$ cat config.mk
export PLATFORM = sky130hd
export DESIGN_NAME = fetch_queue_flat
export DESIGN_NICKNAME = d
export VERILOG_FILES = /design/src/rtl/fetch_queue_pkg.sv /design/src/rtl/fetch_queue_if.sv /design/src/rtl/fetch_queue_fifo.sv /design/src/rtl/fetch_queue.sv /design/src/flat_wrapper.sv
export SDC_FILE = /design/constraint.sdc
export NUM_CORES = 1
export LEC_CHECK = 0
export CAP_MARGIN = 25
export CORE_MARGIN = 2
export CORE_UTILIZATION = 35
export DETAILED_ROUTE_END_ITERATION = 8
export HOLD_SLACK_MARGIN = 0.05
export PLACE_DENSITY_LB_ADDON = 0.3
export SLEW_MARGIN = 15
export SYNTH_ARGS = -nofsm -noshare
export SYNTH_HDL_FRONTEND = slang
export SYNTH_SLANG_ARGS = --single-unit
$ cat constraint.sdc
create_clock -name clock -period 6.1 [get_ports clock]
set_input_delay 0.915 -clock clock [delete_from_list [all_inputs] [get_ports clock]]
set_output_delay 0.915 -clock clock [all_outputs]
set_load 0.02 [all_outputs]
$ cat src/rtl/fetch_queue_pkg.sv
// ---------------------------------------------------------------------------
// fetch_queue_pkg : shared fetch types, FSM encoding and defaults  | rev 1.0
// ---------------------------------------------------------------------------
`default_nettype none

package fetch_queue_pkg;

  localparam int unsigned DEPTH_DEFAULT    = 4;
  localparam logic [31:0] RESET_PC_DEFAULT = 32'h0000_0000;

  typedef enum logic [1:0] {
    ST_IDLE = 2'd0,
    ST_REQ  = 2'd1,
    ST_DROP = 2'd2
  } fetch_state_t;

  typedef struct packed {
    logic [31:0] word;
    logic [31:0] addr;
  } fetch_entry_t;

  // Word-granular addressing; the 32-bit add wraps FFFF_FFFF to 0.
  function automatic logic [31:0] next_pc(input logic [31:0] pc);
    return pc + 32'd1;
  endfunction

endpackage

`default_nettype wire

$ cat src/rtl/fetch_queue_if.sv
// ---------------------------------------------------------------------------
// fetch_queue_if : memory-read and instruction-delivery bundle      | rev 1.0
// ---------------------------------------------------------------------------
`default_nettype none

interface fetch_queue_if;

  logic        mem_req;
  logic [31:0] mem_addr;
  logic        mem_ack;
  logic [31:0] mem_rdata;
  logic        instr_valid;
  logic [31:0] instr;
  logic [31:0] instr_addr;
  logic        instr_ready;
  logic        redirect;
  logic [31:0] redirect_addr;

  modport master (
    output mem_req, mem_addr, instr_valid, instr, instr_addr,
    input  mem_ack, mem_rdata, instr_ready, redirect, redirect_addr
  );

  modport slave (
    input  mem_req, mem_addr, instr_valid, instr, instr_addr,
    output mem_ack, mem_rdata, instr_ready, redirect, redirect_addr
  );

endinterface

`default_nettype wire

$ cat src/rtl/fetch_queue_fifo.sv
// ---------------------------------------------------------------------------
// fetch_fifo : DEPTH x 64-bit in-order entry storage with flush     | rev 1.0
// ---------------------------------------------------------------------------
`default_nettype none

module fetch_fifo
  import fetch_queue_pkg::*;
#(
  parameter int unsigned DEPTH = DEPTH_DEFAULT
) (
  input  wire  logic                     clock,
  input  wire  logic                     reset,
  input  wire  logic                     push,
  input  wire  logic                     pop,
  input  wire  logic                     flush,
  input  wire  fetch_entry_t             wr_data,
  output       fetch_entry_t             rd_data,
  output       logic [$clog2(DEPTH):0]   count,
  output       logic                     full,
  output       logic                     empty
);

  localparam int unsigned PTR_W = $clog2(DEPTH);
  localparam int unsigned CNT_W = PTR_W + 1;

  fetch_entry_t           mem [DEPTH];
  logic [PTR_W-1:0]       rd_ptr;
  logic [PTR_W-1:0]       wr_ptr;
  logic                   push_ok;
  logic                   pop_ok;

  assign full    = (count == CNT_W'(DEPTH));
  assign empty   = (count == '0);
  assign push_ok = push && !full && !flush;
  assign pop_ok  = pop && !empty && !flush;
  assign rd_data = mem[rd_ptr];

  always_ff @(posedge clock) begin
    if (push_ok) begin
      mem[wr_ptr] <= wr_data;
    end
  end

  always_ff @(posedge clock or posedge reset) begin
    if (reset) begin
      rd_ptr <= '0;
      wr_ptr <= '0;
      count  <= '0;
    end else if (flush) begin
      rd_ptr <= '0;
      wr_ptr <= '0;
      count  <= '0;
    end else begin
      if (push_ok) wr_ptr <= wr_ptr + PTR_W'(1);
      if (pop_ok)  rd_ptr <= rd_ptr + PTR_W'(1);
      case ({push_ok, pop_ok})
        2'b10:   count <= count + CNT_W'(1);
        2'b01:   count <= count - CNT_W'(1);
        default: count <= count;
      endcase
    end
  end

endmodule

`default_nettype wire

$ cat src/rtl/fetch_queue.sv
// ---------------------------------------------------------------------------
// fetch_queue : single-outstanding instruction prefetcher with flush | rev 1.0
// ---------------------------------------------------------------------------
`default_nettype none

module fetch_queue
  import fetch_queue_pkg::*;
#(
  parameter int unsigned DEPTH    = DEPTH_DEFAULT,
  parameter logic [31:0] RESET_PC = RESET_PC_DEFAULT
) (
  input  wire logic      clock,
  input  wire logic      reset,
  fetch_queue_if.master  bus
);

  localparam int unsigned CNT_W = $clog2(DEPTH) + 1;

  fetch_state_t        state;
  fetch_state_t        state_next;
  logic [31:0]         pc;
  logic [31:0]         pc_next;
  logic [31:0]         req_addr;
  logic [31:0]         req_addr_next;
  logic                push;
  logic                pop;
  logic [CNT_W-1:0]    count;
  logic                full;
  logic                empty;
  fetch_entry_t        head;
  fetch_entry_t        new_entry;

  assign new_entry = '{word: bus.mem_rdata, addr: req_addr};

  fetch_fifo #(.DEPTH(DEPTH)) u_fifo (
    .clock   (clock),
    .reset   (reset),
    .push    (push && !full),
    .pop     (pop),
    .flush   (bus.redirect),
    .wr_data (new_entry),
    .rd_data (head),
    .count   (count),
    .full    (full),
    .empty   (empty)
  );

  always_ff @(posedge clock or posedge reset) begin
    if (reset) begin
      state    <= ST_IDLE;
      pc       <= RESET_PC;
      req_addr <= '0;
    end else begin
      state    <= state_next;
      pc       <= pc_next;
      req_addr <= req_addr_next;
    end
  end

  always_comb begin
    state_next    = state;
    pc_next       = pc;
    req_addr_next = req_addr;
    push          = 1'b0;
    pop           = bus.instr_valid && bus.instr_ready && !bus.redirect;

    unique case (state)
      ST_IDLE: begin
        // A redirect empties the queue, so it may issue straight to the new target.
        if (bus.redirect) begin
          state_next    = ST_REQ;
          req_addr_next = bus.redirect_addr;
        end else if (count < CNT_W'(DEPTH)) begin
          state_next    = ST_REQ;
          req_addr_next = pc;
        end
      end
      ST_REQ: begin
        if (bus.mem_ack) begin
          state_next = ST_IDLE;
          if (!bus.redirect) begin
            push    = 1'b1;
            pc_next = next_pc(req_addr);
          end
        end else if (bus.redirect) begin
          state_next = ST_DROP;
        end
      end
      ST_DROP: begin
        if (bus.mem_ack) state_next = ST_IDLE;
      end
      default: state_next = ST_IDLE;
    endcase

    if (bus.redirect) pc_next = bus.redirect_addr;
  end

  assign bus.mem_req     = (state != ST_IDLE);
  assign bus.mem_addr    = req_addr;
  assign bus.instr_valid = !empty;
  assign bus.instr       = empty ? 32'h0 : head.word;
  assign bus.instr_addr  = empty ? 32'h0 : head.addr;

endmodule

`default_nettype wire

$ cat src/flat_wrapper.sv
// flat-port wrapper written by rule: the top's interface ports become plain ports
module fetch_queue_flat import fetch_queue_pkg::*;
#(
  parameter int unsigned DEPTH    = DEPTH_DEFAULT,
  parameter logic [31:0] RESET_PC = RESET_PC_DEFAULT
)
  (clock, reset, bus_mem_req, bus_mem_addr, bus_instr_valid, bus_instr, bus_instr_addr, bus_mem_ack, bus_mem_rdata, bus_instr_ready, bus_redirect, bus_redirect_addr);
  fetch_queue_if bus_i ();
  input  wire logic clock;
  input  wire logic reset;
  output wire logic [$bits(bus_i.mem_req)-1:0] bus_mem_req;
  output wire logic [$bits(bus_i.mem_addr)-1:0] bus_mem_addr;
  output wire logic [$bits(bus_i.instr_valid)-1:0] bus_instr_valid;
  output wire logic [$bits(bus_i.instr)-1:0] bus_instr;
  output wire logic [$bits(bus_i.instr_addr)-1:0] bus_instr_addr;
  input wire logic [$bits(bus_i.mem_ack)-1:0] bus_mem_ack;
  input wire logic [$bits(bus_i.mem_rdata)-1:0] bus_mem_rdata;
  input wire logic [$bits(bus_i.instr_ready)-1:0] bus_instr_ready;
  input wire logic [$bits(bus_i.redirect)-1:0] bus_redirect;
  input wire logic [$bits(bus_i.redirect_addr)-1:0] bus_redirect_addr;
  assign bus_mem_req = bus_i.mem_req;
  assign bus_mem_addr = bus_i.mem_addr;
  assign bus_instr_valid = bus_i.instr_valid;
  assign bus_instr = bus_i.instr;
  assign bus_instr_addr = bus_i.instr_addr;
  assign bus_i.mem_ack = bus_mem_ack;
  assign bus_i.mem_rdata = bus_mem_rdata;
  assign bus_i.instr_ready = bus_instr_ready;
  assign bus_i.redirect = bus_redirect;
  assign bus_i.redirect_addr = bus_redirect_addr;
  fetch_queue #(.DEPTH(DEPTH), .RESET_PC(RESET_PC)) u_core (.clock(clock), .reset(reset), .bus(bus_i));
endmodule
== Word-level counts from Yosys, hierarchy flattened ==
Memory sizes are Yosys's and may differ from the RTL's.
Index checks and enable logic that the tools add are counted.

* Register bits: 73
* RAM bits: 256
* Output and inout port bits: 98
* Word-level logic and storage cells: 67
* Memories: 1

* Add/sub/neg operators: 5
* Order comparisons: 1
* Equal/unequal tests: 8
* Mux-type cells: 24
* Reductions and logical operators: 22

{| class="wikitable"
|+ Memories
! memory !! words !! bits a word !! rd ports !! clocked after Yosys merged registers in !! wr ports !! RTL line !! text
|-
| u_core.u_fifo.mem || 4 || 64 || 1 || 0 || 1 || fetch_queue_fifo.sv:26 || <nowiki>fetch_entry_t mem [DEPTH];</nowiki>
|}

{| class="wikitable"
|+ Operators by type and width
! cell !! count
|-
| 32-bit 2-to-1 mux || 7
|-
| 32-bit by 1-bit adder with 32-bit output, second input constant || 1
|-
| 2-bit 2-to-1 mux || 9
|-
| 2-bit nonzero test || 6
|-
| 1-bit logical AND || 7
|-
| 2-bit case mux with 3 select lines || 1
|-
| 3-bit case mux with 2 select lines || 1
|-
| 1-bit 2-to-1 mux || 5
|-
| 2-bit by 1-bit adder with 2-bit output, second input constant || 2
|-
| 2-bit by 1-bit equality test with 1-bit output, second input constant || 2
|-
| 2-bit equality test, second input constant || 2
|-
| 2-bit AND reduction || 2
|-
| 3-bit by 1-bit adder with 3-bit output, second input constant || 1
|-
| 3-bit equality test, second input constant || 1
|-
| 1-bit zero test || 3
|-
| 3-bit zero test || 1
|-
| 3-bit less-than comparator, second input constant || 1
|-
| 3-bit 2-to-1 mux || 1
|-
| 3-bit by 2-bit inequality test with 1-bit output, second input constant || 1
|-
| 3-bit inequality test, second input constant || 1
|-
| 3-bit AND reduction || 1
|-
| 3-bit nonzero test || 1
|-
| 3-bit by 1-bit subtractor with 3-bit output, second input constant || 1
|-
| 2-bit zero test || 1
|-
| 2-bit inequality test, second input constant || 1
|}

== Longest topological paths before layout ==
Gate-level depths: netlist of run 1.

* Depth after elaboration: 9
* Gate-level depth with buffers: 10
* Depth with buffers taken out: 9

== Modules after synthesis ==
From an unflattened synthesis of run 1, not the netlist that was laid out.

* Cell total of the unflattened synthesis: 852
* Area, all modules: 13777.0 um^2

{| class="wikitable"
|+ By module, submodules not included
! module !! instances !! cells each !! area an instance (um^2)
|-
| fetch_fifo || 1 || 401 || 9811.9
|-
| fetch_queue || 1 || 451 || 3965.1
|}

== Worst setup path before layout of run 1 ==
Ideal clock, no wire load.

* Path kind: input port to flip-flop
* Start point: in bus_mem_ack
* End point: mem u_core.u_fifo.mem[0][0] (netlist bit), enable pin
* Arrival time: 3.211 ns
* Required time: 5.671 ns
* Path slack: 2.460 ns
* Cell stages on the path: 4
* Buffers on the path: 0
* Cells stage by stage: and3b_1 -> nand2b_1 -> a21oi_1 -> and2_1

* Longest elaborated chain between the ends: 7

{| class="wikitable"
|+ Ends and longest elaborated chain
! element !! RTL line !! text
|-
| start, declared || flat_wrapper.sv:16 || <nowiki>input wire logic [$bits(bus_i.mem_ack)-1:0] bus_mem_ack;</nowiki>
|-
| 1-bit 2-to-1 mux || fetch_queue.sv:79 || <nowiki>if (bus.mem_ack) begin</nowiki>
|-
| 1-bit 2-to-1 mux || fetch_queue.sv:67 || <nowiki>unique case (state)</nowiki>
|-
| 1-bit logical AND || fetch_queue.sv:38 || <nowiki>.push (push && !full),</nowiki>
|-
| 1-bit logical AND (2 in a row) || fetch_queue_fifo.sv:34 || <nowiki>assign push_ok = push && !full && !flush;</nowiki>
|-
| 1-bit 2-to-1 mux || fetch_queue_fifo.sv:39 || <nowiki>if (push_ok) begin</nowiki>
|-
| 1-bit 2-to-1 mux (implied by the code) || fetch_queue_fifo.sv:40 || <nowiki>mem[wr_ptr] <= wr_data;</nowiki>
|-
| end, declared || fetch_queue_fifo.sv:26 ||
|}

Every way passes these cells.

== Worst setup path in the final report of run 1 ==
* Start point: reg u_core.u_fifo.rd_ptr[0]
* End point: out bus_instr[29]

* Longest elaborated chain between the ends: 2

{| class="wikitable"
|+ Ends and longest elaborated chain
! element !! RTL line !! text
|-
| start, declared || fetch_queue_fifo.sv:27 || <nowiki>logic [PTR_W-1:0] rd_ptr;</nowiki>
|-
| start signal, assigned || fetch_queue_fifo.sv:55 || <nowiki>if (pop_ok) rd_ptr <= rd_ptr + PTR_W'(1);</nowiki>
|-
| memory 4 x 64 bit || n/a ||
|-
| 32-bit 2-to-1 mux || fetch_queue.sv:101 || <nowiki>assign bus.instr = empty ? 32'h0 : head.word;</nowiki>
|-
| end, declared || flat_wrapper.sv:14 || <nowiki>output wire logic [$bits(bus_i.instr)-1:0] bus_instr;</nowiki>
|}

Every way passes these cells.

==> results.txt, run 1 <==
----------------------------------------------------
[Global route]
  Global-route usage over all layers ... 15.1%
  Maximum number of pins on one net before global-route repair ... 74
  Via count of the first global-routing pass ... 7747
  Number of antenna violations at the first check in global routing ... 3
  Total congestion overflow after global routing ... 0
  Global-route wire length before repair ... 46700 microns

[Clock tree]
  Root cell of the clock tree ... sky130_fd_sc_hd__clkbuf_16
  TritonCTS Buffers ... 36
  Post-CTS setup buffer count ... 0
  Clock transition at path regs ... 0.06 ns
  CTS tree ... yes
  CTS Buffer Depth ... 3
  Number of sinks handled by clock tree synthesis ... 329
  Cells resized by post-CTS repair ... 0
  Clk Latency, worst-skew pair ... 0.52 ns
  CTS Hold Buffers Added ... 0
  H-tree depth ... 2

[Critical path]
  Category of the worst setup path capture point ... output pin
  Required time at the endpoint of the critical path ... 5.18 ns
  FF-to-FF Start ... u_core.state[1]$_DFFE_PP0P_
  Arrival time reported for the critical path endpoint ... 3.01 ns
  Critical path launch point type ... flip-flop
  CP max FO ... 35
  Reg2Reg Depth ... 9
  Critical setup path kind ... flip-flop to output pin
  Endpoint of the lowest-slack register-to-register path ... u_core.u_fifo.count[1]$_DFFE_PP0P_
  Reg-to-reg setup timing slack ... 3.21 ns

[Final layout]
  Fraction of layout cells with a size suffix above 1 ... 14.6%
  Post-layout net count ... 1074
  Commonest non-fill, non-tap cells in the layout ... sky130_fd_sc_hd__edfxtp_1 (256), sky130_fd_sc_hd__clkdlybuf4s50_1 (165), sky130_fd_sc_hd__dfrtp_1 (71), sky130_fd_sc_hd__mux4_2 (64), sky130_fd_sc_hd__and2_1 (64)
  Commonest non-fill, non-tap cell in the layout ... sky130_fd_sc_hd__edfxtp_1
  Synthesis-to-finish area growth ... 25.8%

[Logic synthesis]
  Fraction of post-synthesis cell area in the top cell type by area ... 56.4%
  Sequential area share after synthesis ... 69.8%
  Post-Synthesis Cell Area ... 0.0136 sq mm
  Post-synth ARST share ... 22.2%
  Most used flip-flop cell after synthesis ... sky130_fd_sc_hd__edfxtp_1
  Register bit total from synthesis ... 329
  Avg Cell Area, Syn ... 16.5 sq um
  Count of different cell masters after synthesis ... 47
  Number of enable flip-flop cells after synthesis ... 256
  Top cells by area, synth ... sky130_fd_sc_hd__edfxtp_1 (56%), sky130_fd_sc_hd__dfrtp_1 (13%), sky130_fd_sc_hd__mux4_2 (11%), sky130_fd_sc_hd__and2_1 (3.1%), sky130_fd_sc_hd__mux2i_1 (2.3%)
  Post-Syn Instances ... 827
  Area leader, netlist ... sky130_fd_sc_hd__edfxtp_1
  Synthesized Nets ... 902
  Warning count from the yosys run ... 0

[Route]
  Remaining DRCs ... 0
  Final routed wirelength across all metal layers ... 30400 microns
  Vias per Instance ... 4.93
  Top layer used by detailed routing ... met5
  Sum of routed wire segments on met1 ... 13600 microns
  First-pass iteration count of the detailed router ... 5
  Routed length on met3 ... 1550 microns
  Detailed route wirelength on metal2 ... 14600 microns
  Via count ... 7621
  Starting DRC count in detailed routing ... 471
  Number of nets with antenna violations after detailed routing ... 0
  Drt wl/cell ... 19.7 microns

[STA]
  Period minus WS final ... 3.93 ns
  Fraction of the cycle the final worst path needs ... 64.4%
  Count of final hold-check violations ... 0
  Worst slew pin tran ... 1.02 ns
  Worst slew slack as a fraction of its limit ... 32.1%
  Final Setup Violations ... 0
  Accumulated negative setup slack ... 0 ns
  Final worst clock skew ... 0.0192 ns
  Pins Over Slew Limit ... 0
  Unrepaired setup endpoints after global routing ... false
  Highest clock frequency the design can meet ... 255 MHz

[Placed design]
  Number of buffer cells added on primary ports ... 166
  Global placer's final weighted congestion ... 0.721
  HPWL after detailed placement ... 18100 microns

[Pwr]
  Switching pwr ... 2250 uW
  Fraction of power consumed by sequential logic ... 44.2%
  Switching power as a share of total power ... 31.1%
  Cell internal power dissipation ... 4990 uW
  Total power ... 7240 uW
  Logic pwr share ... 26.6%
  Peak supply drop ... 0.238 mV
  Leakage power ... 0.00585 uW
  Clk network pwr share ... 29.3%
  Power per unit of standard cell area ... 422 mW/mm^2

[Min path]
  Launch point of the worst hold path ... u_core.pc[12]$_DFFE_PP0P_
  Type of the worst min-delay path ... flip-flop to flip-flop
  Worst hold path endpoint ... u_core.pc[12]$_DFFE_PP0P_
  Cell depth of the worst hold path ... 2

[Floorplan]
  Starting density of the core ... 35.4%
  Die outline area ... 0.0405 sq mm
  Horiz. Die Dim ... 201 microns
  I/O pins ... 167
  Die height ... 201 microns
  Core Box Area ... 0.0386 sq mm
  Row count ... 72

[Status]
  Status ... complete, no violations

[Job]
  Maxcap violations ... 0

----------------------------------------------------
[through the flow]
stage                     std cells  worst slack (ns)  instance area, sq um  util (%)  hold WS (ns)
final                          1546              2.17                 17200      44.5         0.501
after global routing           1545              1.99                 17100      44.5         0.530
after CTS                      1540              1.78                 17000      44.2         0.508
after detailed placement       1474              2.03                 15900      41.2         0.491
after global placement         1472              2.12                 15800      41.1         0.488
after floorplan                 827              2.46                 13600         -         0.470
[layout make-up]
cell class | count | area (sq um)
Tap cell | 518 | 648
Clock inverter | 18 | 170
Antenna cell | 1 | 2.50
Multi-Input combinational cell | 448 | 3930
Timing Repair Buffer | 180 | 1870
Sequential cell | 329 | 9520
Clock buffer | 48 | 987
Inverter | 4 | 16.3
Fill cell | 3476 | 21400
[routing by layer]
| layer | GRT usage, % | vias up |
|---|---|---|
| met4 | 4.04 | 4 |
| met5 | 0 | - |
| met2 | 24.5 | 190 |
| met1 | 20.4 | 3853 |
| met3 | 3.40 | 46 |
| li1 | - | 3528 |
[registers in the layout, summed over array words and instances (netlist names)]
name and cells:
u_core.u_fifo.rd_ptr 2, u_core.pc 32, u_core.u_fifo.wr_ptr 2, u_core.u_fifo.mem 256, u_core.bus.mem_addr 32, u_core.u_fifo.count 3
u_core.state 2
[worst max path at each step]
| stage | from | to | slack [ns] | cells past startpoint |
|---|---|---|---|---|
| 2_1_floorplan | bus_mem_ack | u_core.u_fifo.mem[0][0]$_DFFE_PP_ | 2.46 | 4 |
| 3_5_place_dp | bus_mem_ack | u_core.u_fifo.mem[0][44]$_DFFE_PP_ | 2.03 | 5 |
| 5_1_grt | u_core.u_fifo.rd_ptr[0]$_DFFE_PP0P_ | bus_instr[29] | 1.99 | 5 |
| 3_3_place_gp | bus_mem_ack | u_core.u_fifo.mem[2][62]$_DFFE_PP_ | 2.12 | 5 |
| 6_report | u_core.u_fifo.rd_ptr[0]$_DFFE_PP0P_ | bus_instr[29] | 2.17 | 5 |
| 4_1_cts | u_core.u_fifo.rd_ptr[0]$_DFFE_PP0P_ | bus_instr[29] | 1.78 | 4 |
[Yosys cell counts, drive strengths merged (7+ instances only)]
| cell | n |
|---|---|
| edfxtp | 256 |
| buf | 19 |
| a22oi | 22 |
| clkbuf | 27 |
| xor2 | 26 |
| nand4 | 7 |
| mux2i | 32 |
| nand2 | 54 |
| mux4 | 64 |
| dfrtp | 73 |
| a21oi | 11 |
| and2 | 68 |
| o21ai | 62 |
| nor2 | 26 |
| nand3 | 21 |
[worst max-delay path, cell delays in order, from the launching register on]
cell and delay (ns):
sky130_fd_sc_hd__dfrtp_4 0.57, sky130_fd_sc_hd__buf_16 0.32, sky130_fd_sc_hd__buf_4 0.32, sky130_fd_sc_hd__mux4_2 0.56, sky130_fd_sc_hd__and2_1 0.17, sky130_fd_sc_hd__clkdlybuf4s50_1 0.53
[power groups by stage]
| stage | clock network, uW | registers [uW] | logic, uW |
|---|---|---|---|
| finish | 2120 | 3200 | 1920 |
| global placement | 0 | 3280 | 1870 |
| floorplan | 0 | 3200 | 1040 |
| global route | 2260 | 3260 | 2090 |
| CTS | 2170 | 3250 | 1910 |
| detailed placement | 0 | 3300 | 1900 |
[kinds of logic after synthesis]
family | share of synthesized area (%)
compound gates | 4.84
xor+xnor | 2.06
fa+ha+maj | 0.606
buf+inv | 1.50
flops | 69.8
mux | 13.1
simple gates | 8.14
No activity file was read; power rests on OpenSTA's default activity.
==> run 2: changes to the inputs <==
- clock period: 6.1 -> 3.71 ns (I/O delays scaled with it)
==> run 2 against run 1 <==
Power increased by 62%; clock power increased by 52%; final cell count increased by 0.45%; clock-buffer cell count increased by 4; die area unchanged; worst hold slack lost 0.15 ns; worst setup slack worse by 1.8 ns; sequential share of layout area about the same; first-iteration DRC count is 13% higher; sequential power increased by 64%.
==> results.txt, run 2 (synthesized netlist as in run 1, its figures left out) <==
----------------------------------------------------
[Status]
  Status ... complete, no violations

[Floorplan]
  Row count ... 72 (unchanged)
  Starting density of the core ... 35.4% (unchanged)
  Die outline area ... 0.0405 sq mm (unchanged)
  I/O pins ... 167 (unchanged)
  Horiz. Die Dim ... 201 microns (unchanged)
  Die height ... 201 microns (unchanged)
  Core Box Area ... 0.0386 sq mm (unchanged)

[Clock tree]
  H-tree depth ... 2 (unchanged)
  CTS Hold Buffers Added ... 0 (unchanged)
  Root cell of the clock tree ... sky130_fd_sc_hd__clkbuf_16
  Post-CTS setup buffer count ... 0 (unchanged)
  Clk Latency, worst-skew pair ... 0.52 ns (about the same)
  CTS Buffer Depth ... 3 (unchanged)
  TritonCTS Buffers ... 36 (unchanged)
  Clock transition at path regs ... 0.06 ns (about the same)
  CTS tree ... yes
  Cells resized by post-CTS repair ... 0 (unchanged)
  Number of sinks handled by clock tree synthesis ... 329 (unchanged)

[Final layout]
  Commonest non-fill, non-tap cell in the layout ... sky130_fd_sc_hd__edfxtp_1
  Count of filler cells inserted in the layout ... 3449 (-0.78%)
  Flip-flop count of the largest register, all copies and words added ... 256 (unchanged)
  Register name with the most flops ... u_core.u_fifo.mem
  Storage cell area ... 0.00952 sq mm (unchanged)
  Number of standard cells in the layout, taps in and fillers out ... 1553 (+0.45%)
  Total area of multi-input combinational cells ... 0.00393 sq mm (unchanged)
  Fraction of layout cells with a size suffix above 1 ... 14.9% (+0.27 points)
  Antenna Cells ... 0 (-1)
  Commonest non-fill, non-tap cells in the layout ... sky130_fd_sc_hd__edfxtp_1 (256), sky130_fd_sc_hd__clkdlybuf4s50_1 (165), sky130_fd_sc_hd__dfrtp_1 (71), sky130_fd_sc_hd__mux4_2 (64), sky130_fd_sc_hd__and2_1 (64)
  Synthesis-to-finish area growth ... 25.8% (about the same)
  Post-layout net count ... 1084 (+0.93%)

[STA]
  Accumulated negative setup slack ... 0 ns (unchanged)
  Worst slew pin tran ... 0.908 ns (-0.111 ns)
  Fraction of the cycle the final worst path needs ... 90.6%
  Period minus WS final ... 3.36 ns
  Highest clock frequency the design can meet ... 298 MHz
  Final worst clock skew ... 0.0273 ns (+0.00816 ns)
  Count of final hold-check violations ... 0 (unchanged)
  Final Setup Violations ... 0 (unchanged)
  Pins Over Slew Limit ... 0 (unchanged)
  Worst hold margin ... 0.352 ns (-0.149 ns)
  Unrepaired setup endpoints after global routing ... false
  Worst slew slack as a fraction of its limit ... 39.5% (+7.4 points)

[Critical path]
  Required time at the endpoint of the critical path ... 3.15 ns (-2.03 ns)
  Critical setup path kind ... flip-flop to output pin
  Arrival time reported for the critical path endpoint ... 2.80 ns (-0.21 ns)
  Category of the worst setup path capture point ... output pin
  Library cell contributing the largest single delay on the critical path ... sky130_fd_sc_hd__dfrtp_4
  Chain of cells forming the critical path ... buf_12 > mux4_2 > and2_1 > clkdlybuf4s50_1
  Critical path launch point type ... flip-flop
  CP max FO ... 28 (-20%)
  Largest stage delay on the critical path ... 0.69 ns (+0.12 ns)
  Reg2Reg Depth ... 9 (unchanged)

[Global route]
  Via count of the first global-routing pass ... 8016 (+3.5%)
  Number of antenna violations at the first check in global routing ... 1 (-2)
  Global-route usage over all layers ... 15.6% (+0.57 points)
  Maximum number of pins on one net before global-route repair ... 73 (-1.4%)
  Total congestion overflow after global routing ... 0 (unchanged)
  Global-route wire length before repair ... 48800 microns (+4.5%)

[Route]
  Vias per Instance ... 4.96 (+0.57%)
  First-pass iteration count of the detailed router ... 5 (unchanged)
  Starting DRC count in detailed routing ... 534 (+13%)
  Drt wl/cell ... 20.0 microns (+1.8%)
  Final routed wirelength across all metal layers ... 31100 microns (+2.2%)
  Via count ... 7699 (+1.0%)
  Remaining DRCs ... 0 (unchanged)
  Number of nets with antenna violations after detailed routing ... 0 (unchanged)

[Pwr]
  Total power ... 11700 uW (+62%)
  Peak supply drop ... 0.348 mV (+46%)
  Leakage power ... 0.00586 uW (+0.13%)
  Power per unit of standard cell area ... 682 mW/mm^2 (+62%)

[Min path]
  Type of the worst min-delay path ... primary input to flip-flop
  Cell depth of the worst hold path ... 2 (unchanged)

[Placed design]
  Number of buffer cells added on primary ports ... 166 (unchanged)
  Global placer's final weighted congestion ... 0.721 (about the same)
  HPWL after detailed placement ... 19600 microns (+8.3%)
  Placed insts ... 1489 (+1.0%)

[Job]
  Maxcap violations ... 0 (unchanged)

----------------------------------------------------
run 2: worst paths after layout:
kind,startpoint,end,slack (ns)
min reg2reg,u_core.pc[13]$_DFFE_PP0P_,u_core.pc[13]$_DFFE_PP0P_,0.50
max,u_core.u_fifo.rd_ptr[0]$_DFFE_PP0P_,bus_instr_addr[16],0.35
min,bus_redirect,u_core.u_fifo.rd_ptr[1]$_DFFE_PP0P_,0.35
max reg2reg,u_core.u_fifo.count[2]$_DFFE_PP0P_,u_core.u_fifo.count[1]$_DFFE_PP0P_,1.13
min in group asynchronous,reset,u_core.bus.mem_addr[28]$_DFFE_PP0P_,0.46
max in group asynchronous,reset,u_core.bus.mem_addr[12]$_DFFE_PP0P_,2.57
run 2: area by class of cell:
type,count,area share [%]
Clock buffer,52,5.72
Clock inverter,12,0.357
Inverter,4,0.0948
Multi-Input combinational cell,448,22.9
Sequential cell,329,55.5
Tap cell,518,3.78
Timing Repair Buffer,190,11.6
run 2: where the power goes:
group	switching (uW)	internal, uW
registers	657	4590
clock network	1380	1840
logic	1660	1560
run 2: worst max-delay path, delay by kind of cell, from the launching register on:
kind | cells | cell delay, ns
simple gates | 1 | 0.19
mux | 1 | 0.53
buf+inv | 2 | 0.84
flops | 1 | 0.69
run 2: through the flow:
step           util, %  instance area (sq um)  setup slack [ns]
6_report          44.5                  17200             0.349
5_1_grt           44.5                  17200             0.187
4_1_cts           44.5                  17200             0.273
3_5_place_dp      41.8                  16100             0.765
3_3_place_gp      41.7                  16100             0.833
2_1_floorplan        -                  13600             0.429
run 2: layer usage:
metal	vias up	share of wire (%)	wire length (microns)	global-route usage (%)
met5	-	0.051	16	0
met4	2	1.6	508	3.78
met3	41	5.3	1660	3.22
met2	189	48	14900	25.5
met1	3923	45	14000	21.5
li1	3544	-	-	-
==> run 3: changes to the inputs <==
- SKIP_CTS_REPAIR_TIMING: default -> 1
- clock period: 3.71 -> 4 ns (I/O delays scaled with it)
==> run 3 against run 2 <==
Core utilization shrank 0.065 points; design area shrank 0.15%; sequential share of layout area grew 0.081 points; combinational power shrank 8.7%; via count shrank 1.2%; worst hold slack lost 0.0048 ns; first-iteration DRC count shrank 22%; highest routed layer unchanged.
==> results.txt, run 3 (synthesized netlist as in run 1, its figures left out) <==
----------------------------------------------------
[Status]
  Status ... complete, no violations

[Clock tree]
  TritonCTS Buffers ... 36 (unchanged)
  H-tree depth ... 2 (unchanged)
  Root cell of the clock tree ... sky130_fd_sc_hd__clkbuf_16
  Clock transition at path regs ... 0.06 ns (about the same)
  Number of sinks handled by clock tree synthesis ... 329 (unchanged)
  CTS tree ... yes
  Clk Latency, worst-skew pair ... 0.51 ns (about the same)
  CTS Buffer Depth ... 3 (unchanged)

[Final layout]
  Commonest non-fill, non-tap cell in the layout ... sky130_fd_sc_hd__edfxtp_1
  Flip-flop count of the largest register, all copies and words added ... 256 (unchanged)
  Register name with the most flops ... u_core.u_fifo.mem
  Fraction of layout cells with a size suffix above 1 ... 14.4% (-0.47 points)
  Commonest non-fill, non-tap cells in the layout ... sky130_fd_sc_hd__edfxtp_1 (256), sky130_fd_sc_hd__clkdlybuf4s50_1 (165), sky130_fd_sc_hd__dfrtp_1 (71), sky130_fd_sc_hd__mux4_2 (64), sky130_fd_sc_hd__and2_1 (64)
  Post-layout net count ... 1078 (-0.55%)
  Synthesis-to-finish area growth ... 25.6%

[Global route]
  Total congestion overflow after global routing ... 0 (unchanged)
  Number of antenna violations at the first check in global routing ... 3 (+2)
  Global-route usage over all layers ... 15.1% (-0.50 points)
  Via count of the first global-routing pass ... 7779 (-3.0%)
  Global-route wire length before repair ... 47100 microns (-3.5%)
  Maximum number of pins on one net before global-route repair ... 65 (-11%)

[Pwr]
  Leakage power ... 0.00584 uW (-0.37%)
  Switching power as a share of total power ... 30.7% (-0.91 points)
  Clk network pwr share ... 28.5% (+1.0 points)
  Peak supply drop ... 0.342 mV (-1.7%)
  Logic pwr share ... 27.0% (-0.6 points)
  Fraction of power consumed by sequential logic ... 44.5% (-0.4 points)
  Cell internal power dissipation ... 7560 uW (-5.6%)
  Total power ... 10900 uW (-6.8%)
  Switching pwr ... 3350 uW (-9.5%)
  Power per unit of standard cell area ... 637 mW/mm^2 (-6.7%)

[Floorplan]
  Die height ... 201 microns (unchanged)
  Core Box Area ... 0.0386 sq mm (unchanged)
  I/O pins ... 167 (unchanged)
  Row count ... 72 (unchanged)
  Die outline area ... 0.0405 sq mm (unchanged)
  Horiz. Die Dim ... 201 microns (unchanged)
  Starting density of the core ... 35.4% (unchanged)

[Critical path]
  Buffering stage count on the worst path with inverters included ... 2 (unchanged)
  Library cell contributing the largest single delay on the critical path ... sky130_fd_sc_hd__or3_2
  FF-to-FF Start ... u_core.u_fifo.count[2]$_DFFE_PP0P_
  Critical setup path kind ... flip-flop to output pin
  Required time at the endpoint of the critical path ... 3.40 ns (+0.25 ns)
  Category of the worst setup path capture point ... output pin
  Arrival time reported for the critical path endpoint ... 2.94 ns (+0.14 ns)
  Critical path launch point type ... flip-flop
  CP max FO ... 51 (+82%)
  Chain of cells forming the critical path ... or3_2 > buf_4 > and2_1 > clkdlybuf4s50_1
  Cell family with most CP delay ... simple AND/OR/NAND/NOR gates
  Start point of the critical path ... u_core.u_fifo.count[2]$_DFFE_PP0P_
  Largest stage delay on the critical path ... 0.90 ns (+0.21 ns)

[STA]
  Count of final hold-check violations ... 0 (unchanged)
  Pins Over Slew Limit ... 0 (unchanged)
  Final Setup Violations ... 0 (unchanged)
  Worst slew pin tran ... 0.839 ns (-0.0689 ns)
  Unrepaired setup endpoints after global routing ... false
  Accumulated negative setup slack ... 0 ns (unchanged)
  Highest clock frequency the design can meet ... 283 MHz
  Fraction of the cycle the final worst path needs ... 88.4%
  Final worst clock skew ... 0.0118 ns (-0.0155 ns)
  Worst slew slack as a fraction of its limit ... 44.1% (+4.6 points)
  Period minus WS final ... 3.54 ns

[Min path]
  Type of the worst min-delay path ... primary input to asynchronous set/reset pin

[Placed design]
  Global placer's final weighted congestion ... 0.751 (+4.1%)
  HPWL after detailed placement ... 17900 microns (-8.5%)
  Number of buffer cells added on primary ports ... 166 (unchanged)

[Route]
  Number of nets with antenna violations after detailed routing ... 0 (unchanged)
  First-pass iteration count of the detailed router ... 5 (unchanged)
  Drt wl/cell ... 19.4 microns (-3.0%)
  Via count ... 7606 (-1.2%)
  Starting DRC count in detailed routing ... 415 (-22%)
  Remaining DRCs ... 0 (unchanged)
  Vias per Instance ... 4.92 (-0.76%)
  Final routed wirelength across all metal layers ... 30100 microns (-3.4%)

[Job]
  Maxcap violations ... 0 (unchanged)

----------------------------------------------------
run 3: through the flow:
step | utilization [%] | cell area (sq um) | cells | hold WS [ns] | worst slack, ns
finish | 44.4 | 17100 | 1546 | 0.348 | 0.463
global route | 44.4 | 17100 | 1545 | 0.354 | 0.294
CTS | 44.4 | 17100 | 1544 | 0.509 | 0.393
detailed placement | 41.5 | 16000 | 1482 | 0.492 | 0.943
global placement | 41.5 | 16000 | 1481 | 0.485 | 0.988
floorplan | - | 13600 | 827 | 0.470 | 0.675
run 3: final timing paths:
| check | end | slack [ns] | depth (start not counted) |
|---|---|---|---|
| setup reg to reg | u_core.u_fifo.count[1]$_DFFE_PP0P_ | 1.20 | 8 |
| max in group asynchronous | u_core.pc[7]$_DFFE_PP0P_ | 2.90 | 4 |
| setup / recovery | bus_instr[29] | 0.46 | 4 |
| min in group clock | u_core.pc[10]$_DFFE_PP0P_ | 0.51 | 2 |
| hold reg to reg | u_core.pc[10]$_DFFE_PP0P_ | 0.51 | 2 |
| hold / removal | u_core.pc[28]$_DFFE_PP0P_ | 0.35 | 2 |
run 3: area by class of cell:
type	count	area, sq um
antenna	1	2.50
clock buffer	52	1000
clock inverter	10	96.3
fill	3451	21400
inverter	4	16.3
multi-input combinational	448	3930
sequential	329	9520
tap	518	648
timing repair buffer	184	1910
run 3: metal layers:
layer | routed length [microns] | GRT usage, % | part of all wire, % | up-vias
met3 | 1460 | 3.51 | 4.9 | 41
met4 | 484 | 3.70 | 1.6 | 4
li1 | - | - | - | 3526
met2 | 14200 | 24.6 | 47 | 171
met1 | 13900 | 20.7 | 46 | 3864
met5 | 24 | 0 | 0.080 | -
run 3: power by group through the flow:
stage                     registers [uW]  clock network, uW  logic [uW]
after floorplan                     4870                  0        1590
after global placement              4910                  0        2940
after detailed placement            4930                  0        3010
after CTS                           4870               3200        3010
after global routing                4950               3340        3210
final                               4860               3100        2950
run 3: worst register-to-register path, cell delays in order, from the launching register on:
cell                      delay (ns)
sky130_fd_sc_hd__dfrtp_1        0.46
sky130_fd_sc_hd__or3_2          0.90
sky130_fd_sc_hd__nand2_1        0.25
sky130_fd_sc_hd__nor3_1         0.07
sky130_fd_sc_hd__fa_1           0.48
sky130_fd_sc_hd__o21ai_0        0.16
sky130_fd_sc_hd__o21ai_0        0.09
sky130_fd_sc_hd__a22oi_1        0.15
sky130_fd_sc_hd__a21oi_1        0.09
==> RTL change 1 (flow settings as in run 3) <==
`DEPTH_DEFAULT`: 4 -> 8.
--- a/src/rtl/fetch_queue_pkg.sv
+++ b/src/rtl/fetch_queue_pkg.sv
@@ -6,5 +6,5 @@
 package fetch_queue_pkg;
 
-  localparam int unsigned DEPTH_DEFAULT    = 4;
+  localparam int unsigned DEPTH_DEFAULT    = 8;
   localparam logic [31:0] RESET_PC_DEFAULT = 32'h0000_0000;
 
Function: same outputs for any inputs over 4 cycles, from zero or initial values and one cycle with reset high; that may be too few to reach the edited logic, so the function may still have changed.
==> RTL change 1 against run 3 <==
  * Count of clock-buffer cells in the layout is 20 higher
  * Global-route usage is 0.65 points higher
  * Worst setup slack worse by 0.15 ns
  * Final area is 67% higher
  * Cell count is 54% higher
  * Wire length is 81% higher
  * Highest routed layer is now met4
  * Total power is 76% higher
  * Sequential cell count is 259 higher
  * Area after synthesis is 73% higher
==> RTL change 1: results (changes against run 3) <==
Synth cell types=52 (was 47); share of cells above drive strength 1=19.4% (was 14.4%); r2r setup slk=1.20 ns (about the same); syn_area_per_cell=18.7 sq um (was 16.5 sq um); mux cell area share after synthesis=16.6% (was 13.1%); largest net degree at the start of global routing=66 (was 65); diode count=0 (was 1); global-route wire length before repair=82.6 mm (was 47.1 mm); FF-to-FF path depth=9 (was 8); Seq/Total Area, Yosys=73.3% (was 69.8%); Final nets=1,537 (was 1,078); fraction of registers with async set/reset=12.9% (was 22.2%); GRT Overall Usage=15.8% (was 15.1%); Clock Tree Root=clkbuf_16 (unchanged); top cells by area, synth=edfxtp_1 (65%), mux4_2 (12%), dfrtp_1 (8.1%) (was edfxtp_1 (56%), dfrtp_1 (13%), mux4_2 (11%)); Hold Path Class=primary input to asynchronous set/reset pin (unchanged); worst-path fanout max=50 (was 51); Synth Area in Compound Gates=2.52% (was 4.84%); vias per cell=5.10 (was 4.92); H-tree levels=2 (unchanged); Switching Fraction=31.3% (was 30.7%); initial drt markers=769 (was 415); CP Capture Point=bus_instr[10] (was bus_instr[29]); Top FF cell, synth=edfxtp_1 (unchanged); Synth Area in XOR/XNOR=1.22% (was 2.06%); Final setup viols=0 (unchanged); Post-synth top cells=edfxtp_1 (512), mux4_2 (128), mux2i_1 (103), nor2_1 (92), dfrtp_1 (76) (was edfxtp_1 (256), dfrtp_1 (73), and2_1 (68), mux4_2 (64), o21ai_0 (56)); clk_lat worst skew=0.62 ns (was 0.51 ns); Setup WS pre-CTS=0.650 ns (was 0.943 ns); Syn Nets=1,338 (was 902); Adder-Cell Fraction of Synth Area=0.350% (was 0.606%); post-DP HPWL=31.8 mm (was 17.9 mm); EDFF count, synth=512 (was 256); Routed Wire Length=54.3 mm (was 30.1 mm); antenna violations before repair=0 (was 3); Post-Route Setup TNS=0 ns (unchanged); crit path launch=u_core.u_fifo.rd_ptr[1] (was u_core.u_fifo.count[2]); vias in the first global route=12,800 (was 7,779); reg-to-reg endpoint=u_core.u_fifo.count[3] (was u_core.u_fifo.count[1]); IO Port Bufs=166 (unchanged); dpl cells=2,272 (was 1,482); Final Cycle Share=92.2% (was 88.4%); leakage power=9.18 nW (was 5.84 nW); max reg flops=512 (was 256); drt pass-1 iters=7 (was 5); RR Startpoint=u_core.u_fifo.count[3] (was u_core.u_fifo.count[2]); VDD IR-drop max=656 uV (was 342 uV); Top reg by flops=u_core.u_fifo.mem (unchanged); Max Clock Skew=0.0212 ns (was 0.0118 ns); Num CTS Buffers=60 (was 36); status=finished, final reports clean (unchanged); Critical Path AT=3.09 ns (was 2.94 ns); GP Congestion=0.753 (was 0.751); Vias=12,200 (was 7,606); synth warn=0 (unchanged); Worst-Margin Slew=0.881 ns (was 0.839 ns)
-- RTL change 1: cell types whose count changed after synthesis, moves of 14 or more --
cell,before,now
nor2_1,26,92
mux2i_1,32,103
mux4_2,64,128
and2_1,68,1
edfxtp_1,256,512
o21ai_0,56,42
-- RTL change 1: worst max-delay path: stages, from the launching register on --
cell and delay, ns:
dfrtp_4 0.85, buf_12 0.36, mux4_2 0.36, mux2i_1 0.20
nor2_1 0.06, clkdlybuf4s50_1 0.55
-- RTL change 1: how the worst min path moves through the flow --
stage,depth (start not counted),to,from
3_3_place_gp,1,u_core.state[0],u_core.state[1]
4_1_cts,1,u_core.state[0],u_core.state[1]
6_report,2,u_core.pc[22],reset
3_5_place_dp,1,u_core.state[0],u_core.state[1]
5_1_grt,2,u_core.pc[22],reset
2_1_floorplan,1,u_core.state[0],u_core.state[1]
-- RTL change 1: cell type report --
cell class / count / area (sq um)
fill: 5802 / 38300
clock inverter: 39 / 432
sequential: 588 / 17300
inverter: 7 / 26.3
multi-input combinational: 599 / 6070
clock buffer: 72 / 1570
tap: 873 / 1090
timing repair buffer: 206 / 2130
-- RTL change 1: metrics by stage --
stage          instance area [sq um]  hold slack (ns)  power [mW]
6_report                       28600            0.201        19.2
5_1_grt                        28600            0.204        20.1
4_1_cts                        28600            0.506        19.5
3_5_place_dp                   26600            0.493        13.8
3_3_place_gp                   26600            0.481        13.7
2_1_floorplan                  23600            0.463        11.1
-- RTL change 1: power by group through the flow --
stage / sequential [mW] / combinational, mW / clock, mW
floorplan: 8.24 / 2.90 / 0
global placement: 8.34 / 5.35 / 0
detailed placement: 8.39 / 5.40 / 0
CTS: 8.26 / 5.41 / 5.80
global route: 8.35 / 5.70 / 6.02
finish: 8.24 / 5.28 / 5.65
-- RTL change 1: logic make-up after synthesis --
family | count (synthesis)
flip-flops | 588
multiplexers | 232
AO/OA/AOI/OAI | 100
buffers and inverters | 76
AND/OR/NAND/NOR | 229
XOR/XNOR | 32
adder cells (fa/ha/maj) | 6
-- RTL change 1: layer usage --
metal  global-route usage, %  vias up  wire length (um)
li1                        -     5444                 -
met1                    21.4     6390             24100
met2                    26.1      248             26600
met3                    2.32       85              2160
met4                    5.25        0              1490
met5                       0        -                 0
==> RTL change 2 (settings of run 3) <==
Without the edit above. Encoding of `fetch_state_t`: now one-hot (3 bits for 3 states).
--- a/src/rtl/fetch_queue_pkg.sv
+++ b/src/rtl/fetch_queue_pkg.sv
@@ -9,8 +9,8 @@
   localparam logic [31:0] RESET_PC_DEFAULT = 32'h0000_0000;
 
-  typedef enum logic [1:0] {
-    ST_IDLE = 2'd0,
-    ST_REQ  = 2'd1,
-    ST_DROP = 2'd2
+  typedef enum logic [2:0] {
+    ST_IDLE = 3'b001,
+    ST_REQ  = 3'b010,
+    ST_DROP = 3'b100
   } fetch_state_t;
 
Behaviour: no difference found for any inputs over 4 cycles, from zero or initial values and one cycle with reset high; so few cycles prove little.
==> RTL change 2 against run 3 <==
  * Total power down 8.5%
  * Sequential share of layout area down 0.31 points
  * Sequential cell count up 1
  * Worst setup slack better by 0.0012 ns
  * Largest cell class unchanged
  * Sequential power down 3%
  * Register-to-register slack worse by 0.16 ns
  * Fmax about the same
  * Wire length up 4.4%
  * Non-clock buffer count up 1
  * Clock power up 11%
  * Final area up 0.83%
  * Largest power group unchanged
  * Synthesized cell count up 1.3%
  * Area after synthesis up 0.67%
==> RTL change 2: results (changes against run 3) <==
fillers=3,389 (was 3,451); Combinational Power Share=18.2% (was 27.0%); Syn Nets=913 (was 902); Psw=2.81 mW (was 3.35 mW); GP Congestion=0.731 (was 0.751); vias per cell=4.97 (was 4.92); global-route wire length before repair=48.0 mm (was 47.1 mm); Post-synth top cells=edfxtp_1 (256), dfrtp_1 (73), and2_1 (69), mux4_2 (64), o21ai_0 (60) (was edfxtp_1 (256), dfrtp_1 (73), and2_1 (68), mux4_2 (64), o21ai_0 (56)); diode count=0 (was 1); leakage power=5.87 nW (was 5.84 nW); dpl cells=1,488 (was 1,482); Synth cell types=50 (was 47); drt pass-1 iters=4 (was 5); WL/cell=20.3 um (was 19.4 um); Pwr Density=577 mW/mm^2 (was 637 mW/mm^2); worst-path fanout max=43 (was 51); met3 usage=2.87% (was 3.51%); share of cells above drive strength 1=14.9% (was 14.4%); GRT Overall Usage=15.5% (was 15.1%); Adder-Cell Fraction of Synth Area=0.602% (was 0.606%); status=finished, final reports clean (unchanged); P&R area growth vs syn=25.9% (was 25.6%); Post-DP Area=0.0161 sq mm (was 0.0160 sq mm); Reg power frac=47.4% (was 44.5%); Mapped Cells=838 (was 827); mux cell area share after synthesis=13.1% (about the same); Synth Area in Compound Gates=4.62% (was 4.84%); fraction of registers with async set/reset=22.4% (was 22.2%); met1 usage=21.7% (was 20.7%); vias in the first global route=7,994 (was 7,779); Worst slew margin=38.2% (was 44.1%); initial drt markers=442 (was 415); Synth Area in XOR/XNOR=1.98% (was 2.06%); Final Non-Filler Cells=1,550 (was 1,546)
==> RTL change 2: final cells by class <==
| class | instances | area share, % |
|---|---|---|
| inverter | 3 | 0.0724 |
| sequential | 330 | 55.3 |
| timing repair buffer | 185 | 10.9 |
| clock inverter | 17 | 1.51 |
| tap | 518 | 3.75 |
| multi-input combinational | 452 | 22.9 |
| clock buffer | 45 | 5.53 |
==> RTL change 2: path summary, 6_finish.rpt <==
check                                        from                      to  slack (ns)
setup / recovery           u_core.u_fifo.count[1]            bus_instr[5]        0.46
hold / removal                              reset           u_core.pc[31]        0.40
setup reg to reg           u_core.u_fifo.count[1]  u_core.u_fifo.count[2]        1.04
hold reg to reg                     u_core.pc[14]           u_core.pc[14]        0.51
max in group asynchronous                   reset           u_core.pc[20]        2.80
min in group clock                  u_core.pc[14]           u_core.pc[14]        0.51
==> RTL change 2: routing by layer <==
layer	vias to the layer above	part of all wire (%)	wire (um)
li1	3560	-	-
met1	3920	46	14500
met2	178	48	14900
met3	45	4.2	1320
met4	0	2.1	669
met5	-	0	0
